File: config.mk
export PLATFORM = sky130hd
export DESIGN_NAME = ising_axi_bridge
export DESIGN_NICKNAME = d
export VERILOG_FILES = /design/src/rtl/ising_axi_bridge.sv
export SDC_FILE = /design/constraint.sdc
export NUM_CORES = 1
export LEC_CHECK = 0
export BUFFER_PORTS_ARGS = -buffer_cell sky130_fd_sc_hd__buf_2
export CORE_ASPECT_RATIO = 1.25
export CORE_UTILIZATION = 55
export CTS_CLUSTER_DIAMETER = 30
export CTS_CLUSTER_SIZE = 28
export DETAILED_ROUTE_END_ITERATION = 10
export PLACE_DENSITY = 0.86
export SKIP_LAST_GASP = 1
export SLEW_MARGIN = 10
export SYNTH_ARGS = -nofsm -noshare
export SYNTH_HDL_FRONTEND = slang
export SYNTH_SLANG_ARGS = --single-unit
File: constraint.sdc
create_clock -name clk -period 18.9 [get_ports clk]
set_input_delay 0.945 -clock clk [delete_from_list [all_inputs] [get_ports clk]]
set_output_delay 0.945 -clock clk [all_outputs]
set_load 0.03 [all_outputs]
File: src/rtl/ising_axi_bridge.sv
// AXI4-Lite slave bridge onto the Ising register block: the write and read paths are
// separate, independent FSMs. Each path allows one outstanding transaction.
module ising_axi_bridge #(
  parameter int RD_TIMEOUT = 16
) (
  input  logic        clk,
  input  logic        axi_rst,
  // write address / data / response
  input  logic        s_awvalid,
  output logic        s_awready,
  input  logic [31:0] s_awaddr,
  input  logic        s_wvalid,
  output logic        s_wready,
  input  logic [31:0] s_wdata,
  input  logic [3:0]  s_wstrb,
  output logic        s_bvalid,
  input  logic        s_bready,
  output logic [1:0]  s_bresp,
  // read address / data
  input  logic        s_arvalid,
  output logic        s_arready,
  input  logic [31:0] s_araddr,
  output logic        s_rvalid,
  input  logic        s_rready,
  output logic [31:0] s_rdata,
  output logic [1:0]  s_rresp,
  // register block side
  output logic        wr_en,
  output logic [31:0] wr_addr,
  output logic [31:0] wr_wdata,
  output logic        arvalid_q,
  output logic [31:0] araddr_q,
  input  logic        rvalid_in,
  input  logic        rresp_in,
  input  logic [31:0] rdata_in,
  output logic        rready_out,
  // FSM state observation
  output logic [1:0]  w_state_dbg,
  output logic [1:0]  r_state_dbg
);

  // Handshake rule on every channel: a transfer happens on the rising edge where
  // valid and ready are both high; valid and its payload stay stable until then.

  typedef enum logic [1:0] {W_IDLE = 2'd0, W_ISSUE = 2'd1, W_RESP = 2'd2} w_state_t;
  typedef enum logic [1:0] {R_IDLE = 2'd0, R_REQ = 2'd1, R_WAIT = 2'd2, R_RESP = 2'd3} r_state_t;

  localparam int CW = $clog2(RD_TIMEOUT + 1);
  localparam logic [CW-1:0] CNT_LAST = CW'(RD_TIMEOUT - 1);

  w_state_t       w_state;
  r_state_t       r_state;
  logic           aw_done;
  logic           w_done;
  logic [31:0]    aw_addr;
  logic [31:0]    w_data;
  logic [3:0]     w_strb;
  logic [CW-1:0]  wait_cnt;

  logic           aw_hit;
  logic           w_hit;
  logic [31:0]    addr_nxt;
  logic [31:0]    data_nxt;
  logic [3:0]     strb_nxt;

  // Readies depend only on state, and are held low while reset is applied.
  assign s_awready  = !axi_rst && (w_state == W_IDLE) && !aw_done;
  assign s_wready   = !axi_rst && (w_state == W_IDLE) && !w_done;
  assign s_arready  = !axi_rst && (r_state == R_IDLE);
  assign rready_out = (r_state == R_WAIT) && rvalid_in;

  assign w_state_dbg = w_state;
  assign r_state_dbg = r_state;

  // A channel counts as captured if it was taken earlier or is being taken this cycle.
  always_comb begin
    aw_hit   = aw_done || s_awvalid;
    w_hit    = w_done || s_wvalid;
    addr_nxt = aw_done ? aw_addr : s_awaddr;
    data_nxt = w_done ? w_data : s_wdata;
    strb_nxt = w_done ? w_strb : s_wstrb;
  end

  always_ff @(posedge clk or posedge axi_rst) begin
    if (axi_rst) begin
      w_state  <= W_IDLE;
      aw_done  <= 1'b0;
      w_done   <= 1'b0;
      aw_addr  <= '0;
      w_data   <= '0;
      w_strb   <= '0;
      wr_en    <= 1'b0;
      wr_addr  <= '0;
      wr_wdata <= '0;
      s_bvalid <= 1'b0;
      s_bresp  <= 2'b00;
    end else begin
      case (w_state)
        W_IDLE: begin
          if (s_awvalid && !aw_done) begin
            aw_done <= 1'b1;
            aw_addr <= s_awaddr;
          end
          if (s_wvalid && !w_done) begin
            w_done <= 1'b1;
            w_data <= s_wdata;
            w_strb <= s_wstrb;
          end
          if (aw_hit && w_hit) begin
            w_state <= W_ISSUE;
            // Partial-strobe writes are refused rather than read-modify-written.
            if (strb_nxt == 4'hF) begin
              wr_en    <= 1'b1;
              wr_addr  <= addr_nxt;
              wr_wdata <= data_nxt;
            end
          end
        end
        W_ISSUE: begin
          wr_en    <= 1'b0;
          wr_addr  <= '0;
          wr_wdata <= '0;
          aw_done  <= 1'b0;
          w_done   <= 1'b0;
          s_bvalid <= 1'b1;
          s_bresp  <= (w_strb == 4'hF) ? 2'b00 : 2'b10;
          w_state  <= W_RESP;
        end
        W_RESP: begin
          if (s_bready) begin
            s_bvalid <= 1'b0;
            s_bresp  <= 2'b00;
            w_state  <= W_IDLE;
          end
        end
        default: w_state <= W_IDLE;
      endcase
    end
  end

  always_ff @(posedge clk or posedge axi_rst) begin
    if (axi_rst) begin
      r_state   <= R_IDLE;
      wait_cnt  <= '0;
      arvalid_q <= 1'b0;
      araddr_q  <= '0;
      s_rvalid  <= 1'b0;
      s_rdata   <= '0;
      s_rresp   <= 2'b00;
    end else begin
      case (r_state)
        R_IDLE: begin
          if (s_arvalid) begin
            arvalid_q <= 1'b1;
            araddr_q  <= s_araddr;
            r_state   <= R_REQ;
          end
        end
        R_REQ: begin
          arvalid_q <= 1'b0;
          araddr_q  <= '0;
          wait_cnt  <= '0;
          r_state   <= R_WAIT;
        end
        R_WAIT: begin
          // Data arriving on the last allowed wait cycle still wins over the timeout.
          if (rvalid_in) begin
            s_rvalid <= 1'b1;
            s_rdata  <= rdata_in;
            s_rresp  <= {rresp_in, 1'b0};
            r_state  <= R_RESP;
          end else if (wait_cnt == CNT_LAST) begin
            s_rvalid <= 1'b1;
            s_rdata  <= 32'hDEADBEEF;
            s_rresp  <= 2'b10;
            r_state  <= R_RESP;
          end else begin
            wait_cnt <= wait_cnt + 1'b1;
          end
        end
        R_RESP: begin
          if (s_rready) begin
            s_rvalid <= 1'b0;
            s_rdata  <= '0;
            s_rresp  <= 2'b00;
            wait_cnt <= '0;
            r_state  <= R_IDLE;
          end
        end
        default: r_state <= R_IDLE;
      endcase
    end
  end

endmodule

# After elaboration in Yosys (flattened, before gate mapping)
# Index checks and enable logic that the tools add are counted.
dict set report word_totals {
  register_bits 215
  out_inout_bits 144
  elab_cells 115
}
dict set report op_classes {
  n_addsub 1
  eq_ne 18
  n_mux 47
  n_reduce_logical 31
}
# op n
set ops {}
lappend ops {{$mux W32} 10}
lappend ops {{$pmux W32 S2} 4}
lappend ops {{$mux W2} 9}
lappend ops {{$mux W5} 3}
lappend ops {{$pmux W5 S3} 1}
lappend ops {{$reduce_and A2 Y1} 7}
lappend ops {{$pmux W1 S2} 6}
lappend ops {{$ne A2 B2 Y1 const B} 5}
lappend ops {{$mux W1} 9}
lappend ops {{$reduce_and A3 Y1} 3}
lappend ops {{$eq A4 B4 Y1 const B} 2}
lappend ops {{$logic_and A1 B1 Y1} 8}
lappend ops {{$ne A2 B1 Y1 const B} 4}
lappend ops {{$pmux W2 S2} 2}
lappend ops {{$pmux W2 S4} 1}
lappend ops {{$reduce_bool A2 Y1} 4}
lappend ops {{$eq A2 B2 Y1 const B} 3}
lappend ops {{$pmux W2 S3} 1}
lappend ops {{$add A5 B1 Y5 const B} 1}
lappend ops {{$eq A5 B4 Y1 const B} 1}
lappend ops {{$eq A2 B1 Y1 const B} 2}
lappend ops {{$logic_not A2 Y1} 2}
lappend ops {{$mux W4} 1}
lappend ops {{$reduce_and A4 Y1} 1}
lappend ops {{other kinds (4)} 7}

# Logic depth before layout (Yosys ltp)
dict set report depth {
  word_depth 5
  ltp_mapped 9
}

# Worst setup path before layout
# OpenSTA, ideal clock, no wires.
dict set report synth_path {
  path_kind {input -> output}
  startpoint {input port axi_rst}
  endpoint {output port s_awready}
  arrival_time_ns 1.626
  t_required_ns 17.955
  setup_slack_ns 16.329
  path_stages 1
  n_path_buf 0
  path_cell_list {nor3_1}
}
dict set report synth_via {
  elab_chain_cells 3
}
# element line_no
set synth_rtl {}
lappend synth_rtl {{from (decl)} 7} ;# input logic axi_rst,
lappend synth_rtl {{$logic_not A1 Y1 (no line)} n/a}
lappend synth_rtl {{$logic_and A1 B1 Y1 (2 in a row)} 67} ;# assign s_awready = !axi_rst && (w_state == W_IDLE) && !aw_done;
lappend synth_rtl {{to (decl)} 10} ;# output logic s_awready,
# No other way between the ends.

# Worst setup path after layout
dict set report layout_path {
  startpoint {register w_done}
  endpoint {output port s_wready}
}
dict set report layout_via {
  elab_chain_cells 2
}
# element line_no
set layout_rtl {}
lappend layout_rtl {{from (decl)} 54} ;# logic w_done;
lappend layout_rtl {{from (signal assigned)} 88} ;# w_done <= 1'b0;
lappend layout_rtl {{from (signal assigned)} 105} ;# w_done <= 1'b1;
lappend layout_rtl {{from (signal assigned)} 124} ;# w_done <= 1'b0;
lappend layout_rtl {{$logic_not A1 Y1} 68} ;# assign s_wready = !axi_rst && (w_state == W_IDLE) && !w_done;
lappend layout_rtl {{$logic_and A1 B1 Y1} 68}
lappend layout_rtl {{to (decl)} 13} ;# output logic s_wready,
# No other way between the ends.

==> flow_summary.ini <==
[status]
status = completed

[die]
initial_core_util_pct = 56.2
die-area_um2 = 17100
ios = 285
coreArea_um2 = 16200
rows = 52
die_h_um = 146
die_w_um = 117

[synth]
synthFlopType = dfrtp_1
ys_ff_latch = 213
synth-edff-count = 0
syn_area_um2 = 9110
synth_top_cell_by_area = dfrtp_1
synth.distinct_cells = 38
synth_seq_area_share_pct = 58.5
yosys_warnings = 0
yosysTopAreaCellShare_pct = 58.5
avgSynthCellArea_um2 = 12.5
postSynth.asyncResetShare_pct = 100
synthTopCellsByArea = dfrtp_1 (59%), mux2_2 (8.3%), mux2i_1 (7.4%)
syn_inst = 728

[detailed_routing]
route.met3.wl_mm = 1.28
first_iter_violations = 389
maxUsedRoutingLayer = met4
wl_mm = 20.8
wl_met2_mm = 10.4
drcViolationCount = 0
vias_per_cell = 5.44
num_vias = 6726
final_antenna_net_count = 0
firstDrtPassIters = 4
met1_length_mm = 8.43
wl_per_cell_um = 16.9

[grt]
overflow = 0
grt_pass1_wl_mm = 33.2
grt_pass1_vias = 6792
antenna_found_initial = 0
grt_max_degree = 152
grt_usage_pct = 24.7

[setup_path]
path_cells = nor3_1, buf_2
r2r_start = aw_done
cp-end-kind = output port
crit_required_ns = 17.95
startpoint_type = flop
crit-reg2reg-capture = wr_addr[15]
path_max_fanout = 38
cpPeakStageDelay_ns = 1.10
endpoint = s_wready
critPathSlowestCell = dfrtp_2
path_class = flop to output port
critPathLaunch = w_done
critPathArrivalTime_ns = 2.14
r2r_slack_ns = 16.00
reg2reg_depth = 6

[clock_network]
insertion_delay_ns = 0.54
clock-root-buffer = clkbuf_16
clkTransAtPathRegs_ns = 0.06
cts_buffer_depth = 3
htree_levels = 1
cts_tree = yes
holdBufCountCts = 0
cts_setup_buffers = 0
cts_resized = 0
cts_buffers = 31
cts.sinks = 213

[sta]
tightestPinTransition_ns = 1.12
final.period_utilization_pct = 16.3
fmax_mhz = 324
slew_violations = 0
min_period_ns = 3.09
tns_ns = 0
rsz0062_at_grt = no
clock_skew_ns = 0.0188
finalSetupViolations = 0
hold_viol = 0
slew_headroom_pct = 25.5

[finish]
nets = 1144
final_cell_mix = buf_2 (282), dfrtp_1 (211), mux2_2 (67)
fill_cells = 1129
antennaDiodeCount = 0
drive_above_1_share_pct = 41.3
fin_cells = 1236
syn_to_final_growth_pct = 27.9
final_common_cell = buf_2
final_core_utilization_pct = 71.9

[pwr]
p_leak_uw = 0.00588
peakVddDrop_v = 0.000121
p_per_area_nw_per_um2 = 191

[placement]
dp.cells = 1179
dpl.hpwl_mm = 13.7
globalplace.congestion = 0.782
portBuffers = 282

[flow_run]
max_cap_viol_count = 0

[worst_hold_path]
hp-class = flop to flop
-- Yosys cell counts (2+ instances only) --
library cell / n
nand2_1: 62
mux2i_1: 67
buf_2: 17
buf_1: 3
a22o_1: 9
nand4_1: 4
o22ai_1: 2
mux2_2: 67
nor2_1: 9
buf_4: 4
ha_1: 7
nor2b_1: 29
o31ai_1: 25
o21ai_0: 42
inv_1: 10
nand2b_1: 35
dfrtp_1: 213
o2bb2ai_1: 64
nor3_1: 3
clkbuf_1: 26
a21oi_1: 8
buf_6: 6
-- where the power goes --
part           leakage [uW]  internal [uW]  switching, uW
Combinational       0.00267            333            540
Sequential          0.00270            648            134
Clock              0.000504            346            219
-- logic make-up after synthesis --
kind of cell	count (synthesis)	share of synthesized area, %
AOI/OAI and AO/OA	156	12.6
muxes	135	15.8
adders and majority gates	7	0.961
buffers and inverters	66	3.61
and+or+nand+nor	150	8.50
DFF	213	58.5
other	1	0.0412
-- layer usage --
layer,vias up,GRT usage (%)
met1,3285,30.7
met4,0,10.8
li1,3136,-
met3,62,5.00
met5,-,0
met2,243,41.2
-- worst min-delay path by stage --
| stage | to | slack (ns) | cells past startpoint | start |
|---|---|---|---|---|
| floorplan | wait_cnt[3] | 0.44 | 1 | wait_cnt[3] |
| global placement | s_rdata[10] | 0.46 | 2 | s_rdata[10] |
| detailed placement | s_rdata[19] | 0.46 | 2 | s_rdata[19] |
| CTS | s_rdata[19] | 0.48 | 2 | s_rdata[19] |
| global route | wait_cnt[3] | 0.48 | 1 | wait_cnt[3] |
| finish | s_rdata[18] | 0.47 | 2 | s_rdata[18] |
-- state kept, by name (all words and copies together) (netlist names) --
register / flops
araddr_q: 32
arvalid_q: 1
aw_addr: 32
aw_done: 1
r_state_dbg: 2
s_bresp: 1
s_bvalid: 1
s_rdata: 32
s_rresp: 1
s_rvalid: 1
w_data: 32
w_done: 1
w_state_dbg: 2
w_strb: 4
wait_cnt: 5
wr_addr: 32
wr_en: 1
wr_wdata: 32
-- worst max-delay path, delay by kind of cell, from the launching register on --
kind,cells,cell delay (ns)
buffers and inverters,1,0.26
DFF,1,1.10
and+or+nand+nor,1,0.25
-- metrics by stage --
stage / total power [uW] / area (um^2) / hold slack, ns / setup slack (ns)
after CTS: 2230 / 11600 / 0.475 / 15.81
final: 2220 / 11600 / 0.470 / 15.81
after detailed placement: 1660 / 10600 / 0.462 / 16.02
after global routing: 2350 / 11600 / 0.484 / 15.76
after floorplan: 1420 / 9110 / 0.443 / 12.13
after global placement: 1630 / 10600 / 0.455 / 16.10
-- layout make-up --
class / count / area (um^2) / area share [%]
flip-flops and latches: 213 / 5330 / 45.8
multi-input cells: 450 / 3480 / 29.9
repair buffers: 290 / 1470 / 12.6
clock buffers: 37 / 828 / 7.11
well taps: 216 / 270 / 2.32
clock inverters: 20 / 216 / 1.86
inverters: 10 / 45.0 / 0.387
(Power assumes the default switching activity.)
